==> config.mk <==
export PLATFORM = sky130hd
export DESIGN_NAME = step_rate_tracker_flat
export DESIGN_NICKNAME = d
export VERILOG_FILES = /design/src/rtl/step_rate_tracker_if.sv /design/src/rtl/step_rate_tracker.sv /design/src/flat_wrapper.sv
export SDC_FILE = /design/constraint.sdc
export NUM_CORES = 1
export LEC_CHECK = 0
export ABC_AREA = 1
export CAP_MARGIN = 25
export CELL_PAD_IN_SITES_DETAIL_PLACEMENT = 0
export CELL_PAD_IN_SITES_GLOBAL_PLACEMENT = 1
export CORE_MARGIN = 10
export CORE_UTILIZATION = 48
export DETAILED_ROUTE_END_ITERATION = 7
export GPL_TIMING_DRIVEN = 0
export PLACE_DENSITY = 0.91
export SKIP_LAST_GASP = 1
export SLEW_MARGIN = 30
export SYNTH_ARGS = -nofsm -noshare
export SYNTH_HDL_FRONTEND = slang
export SYNTH_SLANG_ARGS = --single-unit
==> constraint.sdc <==
create_clock -name secondClk -period 9.1 [get_ports secondClk]
set_input_delay 1.82 -clock secondClk [delete_from_list [all_inputs] [get_ports secondClk]]
set_output_delay 1.82 -clock secondClk [all_outputs]
set_load 0.01 [all_outputs]
==> src/rtl/step_rate_tracker_if.sv <==
// Bus between the step-total source/display side and step_rate_tracker.
//   start      : run enable (low = pause)
//   stepTotal  : free-running cumulative step count, wraps modulo 2^TOTAL_W
//   ppm        : steps in the last completed second, saturated
//   ppmValid   : ppm holds a real measurement
//   ppmAvg     : floor mean of the last WIN ppm samples
//   avgValid   : a full window of samples has been collected
//   peakPpm    : largest ppm since reset
// master = sample source / consumer side, slave = the tracker.
interface step_rate_tracker_if #(
   parameter int unsigned TOTAL_W = 16
);
   logic               start;
   logic [TOTAL_W-1:0] stepTotal;
   logic [9:0]         ppm;
   logic               ppmValid;
   logic [9:0]         ppmAvg;
   logic               avgValid;
   logic [9:0]         peakPpm;

   modport master (
      output start, stepTotal,
      input  ppm, ppmValid, ppmAvg, avgValid, peakPpm
   );

   modport slave (
      input  start, stepTotal,
      output ppm, ppmValid, ppmAvg, avgValid, peakPpm
   );
endinterface

==> src/rtl/step_rate_tracker.sv <==
// Step-rate tracker: samples a cumulative step total once per secondClk edge
// and produces the per-second rate, a WIN-second moving average and a
// session peak.
//   secondClk : 1 Hz tick, all state updates on its rising edge
//   reset     : synchronous, active-high, clears all state
//   bus       : step_rate_tracker_if slave (start, stepTotal in; rate outputs)
module step_rate_tracker #(
   parameter int unsigned TOTAL_W = 16,
   parameter int unsigned WIN     = 4,
   parameter int unsigned PPM_MAX = 1023
) (
   input  logic               secondClk,
   input  logic               reset,
   step_rate_tracker_if.slave bus
);

   localparam int unsigned PPM_W    = 10;
   localparam int unsigned LOG2_WIN = $clog2(WIN);
   localparam int unsigned PTR_W    = LOG2_WIN;
   localparam int unsigned FILL_W   = LOG2_WIN + 1;
   localparam int unsigned SUM_W    = LOG2_WIN + PPM_W;

   localparam logic [PPM_W-1:0]  PPM_CEIL  = PPM_W'(PPM_MAX);
   localparam logic [FILL_W-1:0] FILL_FULL = FILL_W'(WIN);

   localparam logic [1:0] IDLE  = 2'd0;
   localparam logic [1:0] PRIME = 2'd1;
   localparam logic [1:0] RUN   = 2'd2;
   localparam logic [1:0] PAUSE = 2'd3;

   logic [1:0]         state,     stateNext;
   logic [TOTAL_W-1:0] prevTotal, prevTotalNext;
   logic [PPM_W-1:0]   ppmQ,      ppmNext;
   logic               ppmValidQ, ppmValidNext;
   logic [PPM_W-1:0]   ppmAvgQ,   ppmAvgNext;
   logic               avgValidQ, avgValidNext;
   logic [PPM_W-1:0]   peakQ,     peakNext;
   logic [PTR_W-1:0]   wrPtr,     wrPtrNext;
   logic [SUM_W-1:0]   sum,       sumNext;
   logic [FILL_W-1:0]  fillCnt,   fillNext;
   logic [PPM_W-1:0]   hist [WIN];

   logic               takeSample;
   logic [TOTAL_W-1:0] delta;
   logic [PPM_W-1:0]   sample;
   logic [SUM_W-1:0]   sumUpd;
   logic [FILL_W-1:0]  fillUpd;

   // Next-state and datapath update logic.
   always_comb begin
      stateNext     = state;
      prevTotalNext = prevTotal;
      ppmNext       = ppmQ;
      ppmValidNext  = ppmValidQ;
      ppmAvgNext    = ppmAvgQ;
      avgValidNext  = avgValidQ;
      peakNext      = peakQ;
      wrPtrNext     = wrPtr;
      sumNext       = sum;
      fillNext      = fillCnt;
      takeSample    = 1'b0;

      // Modular subtraction absorbs a single wrap of the total.
      delta   = bus.stepTotal - prevTotal;
      sample  = (32'(delta) > PPM_MAX) ? PPM_CEIL : PPM_W'(delta);
      // The slot at wrPtr holds the oldest sample (zero until the window fills).
      sumUpd  = SUM_W'(sum + SUM_W'(sample) - SUM_W'(hist[wrPtr]));
      fillUpd = (fillCnt == FILL_FULL) ? fillCnt : FILL_W'(fillCnt + 1'b1);

      case (state)
         IDLE: begin
            if (bus.start) begin
               prevTotalNext = bus.stepTotal;
               stateNext     = PRIME;
            end
         end
         PRIME, RUN: begin
            if (bus.start) begin
               takeSample = 1'b1;
               stateNext  = RUN;
            end else begin
               stateNext  = PAUSE;
            end
         end
         PAUSE: begin
            // Re-reference so steps taken while paused are never counted.
            if (bus.start) begin
               prevTotalNext = bus.stepTotal;
               stateNext     = PRIME;
            end
         end
         default: stateNext = IDLE;
      endcase

      if (takeSample) begin
         prevTotalNext = bus.stepTotal;
         ppmNext       = sample;
         ppmValidNext  = 1'b1;
         wrPtrNext     = PTR_W'(wrPtr + 1'b1);
         sumNext       = sumUpd;
         fillNext      = fillUpd;
         avgValidNext  = (fillUpd == FILL_FULL);
         ppmAvgNext    = (fillUpd == FILL_FULL) ? PPM_W'(sumUpd >> LOG2_WIN) : '0;
         peakNext      = (sample > peakQ) ? sample : peakQ;
      end
   end

   // State and datapath registers; reset has priority over start.
   always_ff @(posedge secondClk) begin
      if (reset) begin
         state     <= IDLE;
         prevTotal <= '0;
         ppmQ      <= '0;
         ppmValidQ <= 1'b0;
         ppmAvgQ   <= '0;
         avgValidQ <= 1'b0;
         peakQ     <= '0;
         wrPtr     <= '0;
         sum       <= '0;
         fillCnt   <= '0;
         for (int i = 0; i < WIN; i++) hist[i] <= '0;
      end else begin
         state     <= stateNext;
         prevTotal <= prevTotalNext;
         ppmQ      <= ppmNext;
         ppmValidQ <= ppmValidNext;
         ppmAvgQ   <= ppmAvgNext;
         avgValidQ <= avgValidNext;
         peakQ     <= peakNext;
         wrPtr     <= wrPtrNext;
         sum       <= sumNext;
         fillCnt   <= fillNext;
         if (takeSample) hist[wrPtr] <= sample;
      end
   end

   assign bus.ppm      = ppmQ;
   assign bus.ppmValid = ppmValidQ;
   assign bus.ppmAvg   = ppmAvgQ;
   assign bus.avgValid = avgValidQ;
   assign bus.peakPpm  = peakQ;

endmodule

==> src/flat_wrapper.sv <==
// flat-port wrapper written by rule: the top's interface ports become plain ports
module step_rate_tracker_flat 
#(
   parameter int unsigned TOTAL_W = 16,
   parameter int unsigned WIN     = 4,
   parameter int unsigned PPM_MAX = 1023
)
  (secondClk, reset, bus_start, bus_stepTotal, bus_ppm, bus_ppmValid, bus_ppmAvg, bus_avgValid, bus_peakPpm);
  step_rate_tracker_if #(.TOTAL_W(TOTAL_W)) bus_i ();
  input  logic secondClk;
  input  logic reset;
  input wire logic [$bits(bus_i.start)-1:0] bus_start;
  input wire logic [$bits(bus_i.stepTotal)-1:0] bus_stepTotal;
  output wire logic [$bits(bus_i.ppm)-1:0] bus_ppm;
  output wire logic [$bits(bus_i.ppmValid)-1:0] bus_ppmValid;
  output wire logic [$bits(bus_i.ppmAvg)-1:0] bus_ppmAvg;
  output wire logic [$bits(bus_i.avgValid)-1:0] bus_avgValid;
  output wire logic [$bits(bus_i.peakPpm)-1:0] bus_peakPpm;
  assign bus_i.start = bus_start;
  assign bus_i.stepTotal = bus_stepTotal;
  assign bus_ppm = bus_i.ppm;
  assign bus_ppmValid = bus_i.ppmValid;
  assign bus_ppmAvg = bus_i.ppmAvg;
  assign bus_avgValid = bus_i.avgValid;
  assign bus_peakPpm = bus_i.peakPpm;
  step_rate_tracker #(.TOTAL_W(TOTAL_W), .WIN(WIN), .PPM_MAX(PPM_MAX)) u_core (.secondClk(secondClk), .reset(reset), .bus(bus_i));
endmodule
; ---- Word-level counts from Yosys, hierarchy flattened
; Memories as Yosys holds them, arrays and structs flattened. A register that Yosys moved wholly into a read port is not among the register bits.
; Cells that the tools add are included.
[totals]
ff_bits = 67
ram_bits = 40
inputBits = 19
output_inout_bits = 32
word_cells = 53
memories = 1
[memory_table]
columns = name, depth, word_bits, rd, rd_clocked_by_memory_dff, write_ports, line_no
row1 = u_core.hist, 4, 10, 1, 1, 4, step_rate_tracker.sv:41  ; logic [PPM_W-1:0] hist [WIN];
[classes]
addsub = 5
magnitude_cmp = 2
eq_ne = 6
n_mux = 21
reduce_logical = 8
[op_table]
columns = operator, count
row1 = 16-bit two-way mux, 3
row2 = 10-bit two-way mux, 3
row3 = 16-bit by 10-bit greater-than comparator with 1-bit output (second input constant), 1
row4 = 16-bit subtractor, 1
row5 = 12-bit by 10-bit adder with 12-bit output, 1
row6 = 12-bit by 10-bit subtractor with 12-bit output, 1
row7 = 10-bit greater-than comparator, 1
row8 = 10-bit OR reduction, 1
row9 = 1-bit two-way mux, 9
row10 = 2-bit two-way mux, 4
row11 = 3-bit == test (second input constant), 2
row12 = 2-bit == test (second input constant), 2
row13 = 2-bit one-hot mux with 2 select lines, 1
row14 = 2-bit AND reduction, 2
row15 = 2-bit nonzero test, 2
row16 = 2-bit OR reduction, 2
row17 = 3-bit by 1-bit adder with 3-bit output (second input constant), 1
row18 = 3-bit two-way mux, 1
row19 = 2-bit by 1-bit adder with 2-bit output (second input constant), 1
row20 = 2-bit by 1-bit == test with 1-bit output (second input constant), 1
row21 = 2-bit logical NOT, 1
row22 = 2-bit by 1-bit inequality test with 1-bit output (second input constant), 1

; ---- Longest topological paths before layout
[depth]
depth_word = 8
mapped_depth = 28
depth_no_buf = 27

; ---- Worst setup path after synthesis
; No wires, ideal clock.
[synth_path]
path_type = input to register
startpoint = in bus_stepTotal[0]
endpoint = reg u_core.sum[8]
setup_time_ns = 0.129
t_arrival_ns = 5.132
required_ns = 8.971
slack_ns = 3.838
cell_stages = 24
n_path_buf = 1
path_cell_list = inv_1 ha_1 inv_1 fa_1 nand2_2 nand2_1 nand3b_1 nand2_2 nand2_1 nand2_1 nand2_1 nand2_1 nor2_2 buf_6 nand3_4 fa_1 ha_1 a21oi_1 o21ai_0 a21oi_1 nor2_1 nor2_1 xor2_1 o21ai_0
[synth_via]
elab_chain_cells = 5
[synth_rtl]
columns = element, line_no
row1 = from (decl), flat_wrapper.sv:13  ; input wire logic [$bits(bus_i.stepTotal)-1:0] bus_stepTotal;
row2 = 16-bit subtractor (*), step_rate_tracker.sv:64  ; delta = bus.stepTotal - prevTotal;
row3 = 16-bit by 10-bit greater-than comparator with 1-bit output, step_rate_tracker.sv:65  ; sample = (32'(delta) > PPM_MAX) ? PPM_CEIL : PPM_W'(delta);
row4 = 10-bit two-way mux (*), step_rate_tracker.sv:65
row5 = via u_core.sample[3], step_rate_tracker.sv:45  ; logic [PPM_W-1:0] sample;
row6 = 12-bit by 10-bit adder with 12-bit output (*), step_rate_tracker.sv:67  ; sumUpd = SUM_W'(sum + SUM_W'(sample) - SUM_W'(hist[wrPtr]));
row7 = 12-bit by 10-bit subtractor with 12-bit output (*), step_rate_tracker.sv:67
row8 = to (signal assigned), step_rate_tracker.sv:131  ; sum <= sumNext;
row9 = to (decl), step_rate_tracker.sv:39  ; logic [SUM_W-1:0] sum, sumNext;
; The timed path passes the listed nets; every way through them passes the cells marked *.
; A chain may end at the register's enable or synchronous reset.

; ---- Final worst setup path
; Ends and elaborated chain as after synthesis.

==> impl_metrics.csv <==
group,metric,value,unit
status,status,"finished clean",
drt,drt_wl_total,15800,µm
timing,rsz0062_at_grt,"false",
drt,drc,0,
logic_synthesis,yosys.area_share.simple,23.9,%
final_layout,layout-drive-gt1-share,7.98,%
timing,finalSetupViolations,0,
drt,vias,5280,
min_path,whs_endpoint,"u_core.bus.ppm[0]",
grt,grt_pass1_vias,5152,
logic_synthesis,synth_area,6380,µm²
clock_network,cts_hold_buf,0,
logic_synthesis,synth_most_common_cell,"nand2_1",
place,gp_congestion,0.877,
drt,ant_nets,0,
worst_setup_path,path_class,"primary input to flop",
floorplan,rows,42,
final_layout,antenna_cells,0,
worst_setup_path,reg2reg_depth,23,
clock_network,clock_latency,0.36,ns
power_and_ir_drop,peakVddDrop,89.1,µV
grt,grt_max_degree,19,
logic_synthesis,ys_warn_count,0,
floorplan,die_x,135,µm
logic_synthesis,synth_top_cells_by_count,"218 x nand2_1, 140 x inv_1, 69 x dfxtp_1",
clock_network,cts-root-buf,"clkbuf_16",
final_layout,multiInputGateArea,3140,µm²
clock_network,cts_setup_buffers,0,
timing,holdWs,0.450,ns
worst_setup_path,worstPathMaxFanout,10,
clock_network,cts_buffers,9,
logic_synthesis,ys_seq_elements,109,
power_and_ir_drop,power.total,0.00156,W
floorplan,design.portCount,51,
clock_network,cts_tree,"yes",
logic_synthesis,yosysTopAreaCellShare,21.6,%
timing,slew_headroom,60.9,%
grt,grt_pass1_wl,25500,µm
logic_synthesis,yosysTopAreaCell,"dfxtp_1",
worst_setup_path,end_kind,"flop",
power_and_ir_drop,clkPwrFrac,23.9,%
drt,wire_per_inst,15.2,µm
worst_setup_path,crit_arrival,6.10,ns
grt,grt_overflow,0,
min_path,hold_class,"flop to flop",
power_and_ir_drop,p_sw,0.000585,W
timing,fmax,0.170,GHz
logic_synthesis,yosysUniqueCellTypes,39,
timing,drv_slew,0,
logic_synthesis,synth_fa_ha_area_share,11.3,%
grt,track_usage,17.6,%
grt,antenna_found_initial,0,
logic_synthesis,synth_edf_count,40,
logic_synthesis,synth-xor-area-share,2.61,%
final_layout,num-fill-cells,1250,
floorplan,die_area,18300,µm²
logic_synthesis,async_flop_share,0,%
floorplan,die_y,135,µm
worst_setup_path,crit_required,9.32,ns
worst_setup_path,r2r-start,"u_core.prevTotal[0]",
power_and_ir_drop,power_density,211,nW/µm²
worst_setup_path,rr_endpoint,"u_core.sum[8]",
worst_setup_path,rrSetupSlack,4.86,ns
clock_network,cts_sinks,109,
clock_network,cts.path.max_buffers,2,
power_and_ir_drop,pwr-share-seq,37.8,%
logic_synthesis,synth_compound_area_share,11.5,%
timing,final.min_clock_period,5.88,ns
place,port_buffers,50,
timing,tns,0,ns
final_layout,final-seq-area,2580,µm²
logic_synthesis,avgSynthCellArea,8.01,µm²
logic_synthesis,synth-seq-area-share,40.4,%
timing,clock_skew,0.00706,ns
place,dp_hpwl,12100,µm
drt,drt_iter0_drc,462,
worst_setup_path,start_kind,"primary input",
logic_synthesis,synthMuxAreaShare,0,%
timing,hold_viol_final,0,
power_and_ir_drop,switching_share,37.5,%
min_path,whs_path_depth,2,
final_layout,nNetsFinal,930,
clock_network,cts_resized,0,
logic_synthesis,synth.net_count,867,
min_path,min_from,"u_core.bus.ppm[0]",
logic_synthesis,syn_inst,797,
power_and_ir_drop,p_leak,3.49,nW
logic_synthesis,synth_top_flop_cell,"dfxtp_1",
power_and_ir_drop,pwr-share-comb,38.2,%
timing,tightest_slew,0.586,ns
logic_synthesis,synth_top_family_by_area,"simple AND/OR/NAND/NOR gates",
power_and_ir_drop,p_int,0.000976,W
final_layout,area_growth,15.8,%
clock_network,htreeDepth,3,
drt,viasPerCell,5.07,
timing,post-route-period-util,64.6,%
clock_network,cts.clk_slew.worst_paths,0.07,ns
drt,dr.pass1.iters,6,
floorplan,core,13100,µm²
flow_run,cap_violations,0,
floorplan,start_util,48.6,%
logic_synthesis,synth_area_leaders,"dfxtp_1 22%, edfxtp_1 19%, nand2_1 13%",
[metal layers]
metal	routed length, µm	track usage [%]
met1	6560	20.4
met2	8090	31.5
met3	829	3.67
met4	356	6.28
met5	0	0
[cell families after synthesis]
family | Yosys count
adders and majority gates | 51
and+or+nand+nor | 324
buffers and inverters | 167
xor gates and xnor gates | 19
DFF | 109
AOI/OAI and AO/OA | 127
[critical path, stage by stage]
cell             delay [ns]
clkdlybuf4s50_1        0.41
inv_1                  0.12
ha_1                   0.16
inv_1                  0.05
fa_1                   0.40
nand2_2                0.13
nand2_1                0.06
nand3b_1               0.09
nand2_2                0.08
nand2_1                0.08
nand2_1                0.05
nand2_1                0.05
nand2_1                0.08
nor2_2                 0.14
buf_6                  0.23
nand3_4                0.21
fa_1                   0.52
ha_1                   0.37
a21oi_1                0.21
o21ai_0                0.14
a21oi_1                0.22
nor2_1                 0.06
nor2_1                 0.12
xor2_1                 0.20
o21ai_0                0.09
[power groups by stage]
stage | Clock [W] | Combinational [W] | Sequential [W]
finish | 0.000373 | 0.000596 | 0.000590
global route | 0.000402 | 0.000671 | 0.000595
CTS | 0.000383 | 0.000594 | 0.000590
detailed placement | 0 | 0.000590 | 0.000601
global placement | 0 | 0.000574 | 0.000600
floorplan | 0 | 0.000432 | 0.000598
[per-stage QoR]
step	cells	worst slack, ns	cell area (µm²)	utilization, %
floorplan	797	3.84	6380	-
global placement	1023	2.94	7110	54.1
detailed placement	1025	2.90	7120	54.2
CTS	1041	3.26	7390	56.3
global route	1041	2.83	7390	56.3
finish	1041	3.22	7390	56.3
[layout make-up]
type / instances / share of cell area (%)
sequential: 109 / 34.9
tap: 176 / 2.98
timing repair buffer: 52 / 6.97
multi-input combinational: 521 / 42.5
inverter: 145 / 7.36
clock buffer: 10 / 3.10
clock inverter: 6 / 0.609
buffer: 22 / 1.56
[sequential cells by signal, indices dropped and copies added (netlist names), named ones only]
| register | count |
|---|---|
| u_core.fillCnt | 3 |
| u_core.prevTotal | 16 |
| u_core.state | 2 |
| u_core.bus.ppmAvg | 10 |
| u_core.bus.ppm | 10 |
| u_core.bus.ppmValid | 1 |
| u_core.hist | 40 |
| u_core.bus.peakPpm | 10 |
| u_core.sum | 12 |
| u_core.wrPtr | 2 |
| u_core.bus.avgValid | 1 |
[worst max path at each step]
stage	start	to	slack, ns	cells after the start
2_1_floorplan	bus_stepTotal[0]	u_core.sum[8]	3.84	24
3_3_place_gp	bus_stepTotal[0]	u_core.sum[8]	2.94	25
3_5_place_dp	bus_stepTotal[0]	u_core.sum[8]	2.90	25
4_1_cts	bus_stepTotal[0]	u_core.bus.ppmAvg[9]	3.26	25
6_report	bus_stepTotal[0]	u_core.sum[8]	3.22	25
5_1_grt	bus_stepTotal[0]	u_core.sum[8]	2.83	25
[cells in the final DEF, fill, tap and decap left out, types with 2 or more instances in the layout]
master	count
a21oi_1	57
a32o_1	11
buf_2	4
buf_4	3
clkbuf_1	16
clkbuf_16	9
clkdlybuf4s50_1	50
clkinv_2	2
dfxtp_1	69
edfxtp_1	40
fa_1	11
ha_1	40
inv_1	140
inv_2	4
inv_6	3
nand2_1	218
nand2_2	16
nand3_1	19
nand3_2	2
nand3_4	10
nand3b_1	2
nand4_1	15
nor2_1	29
nor2_2	7
nor3_2	3
o21ai_0	44
o21ai_1	2
o21bai_1	3
o22ai_1	3
xnor2_1	10
xor2_1	9
Note: power is estimated with default switching activity, not from simulation.
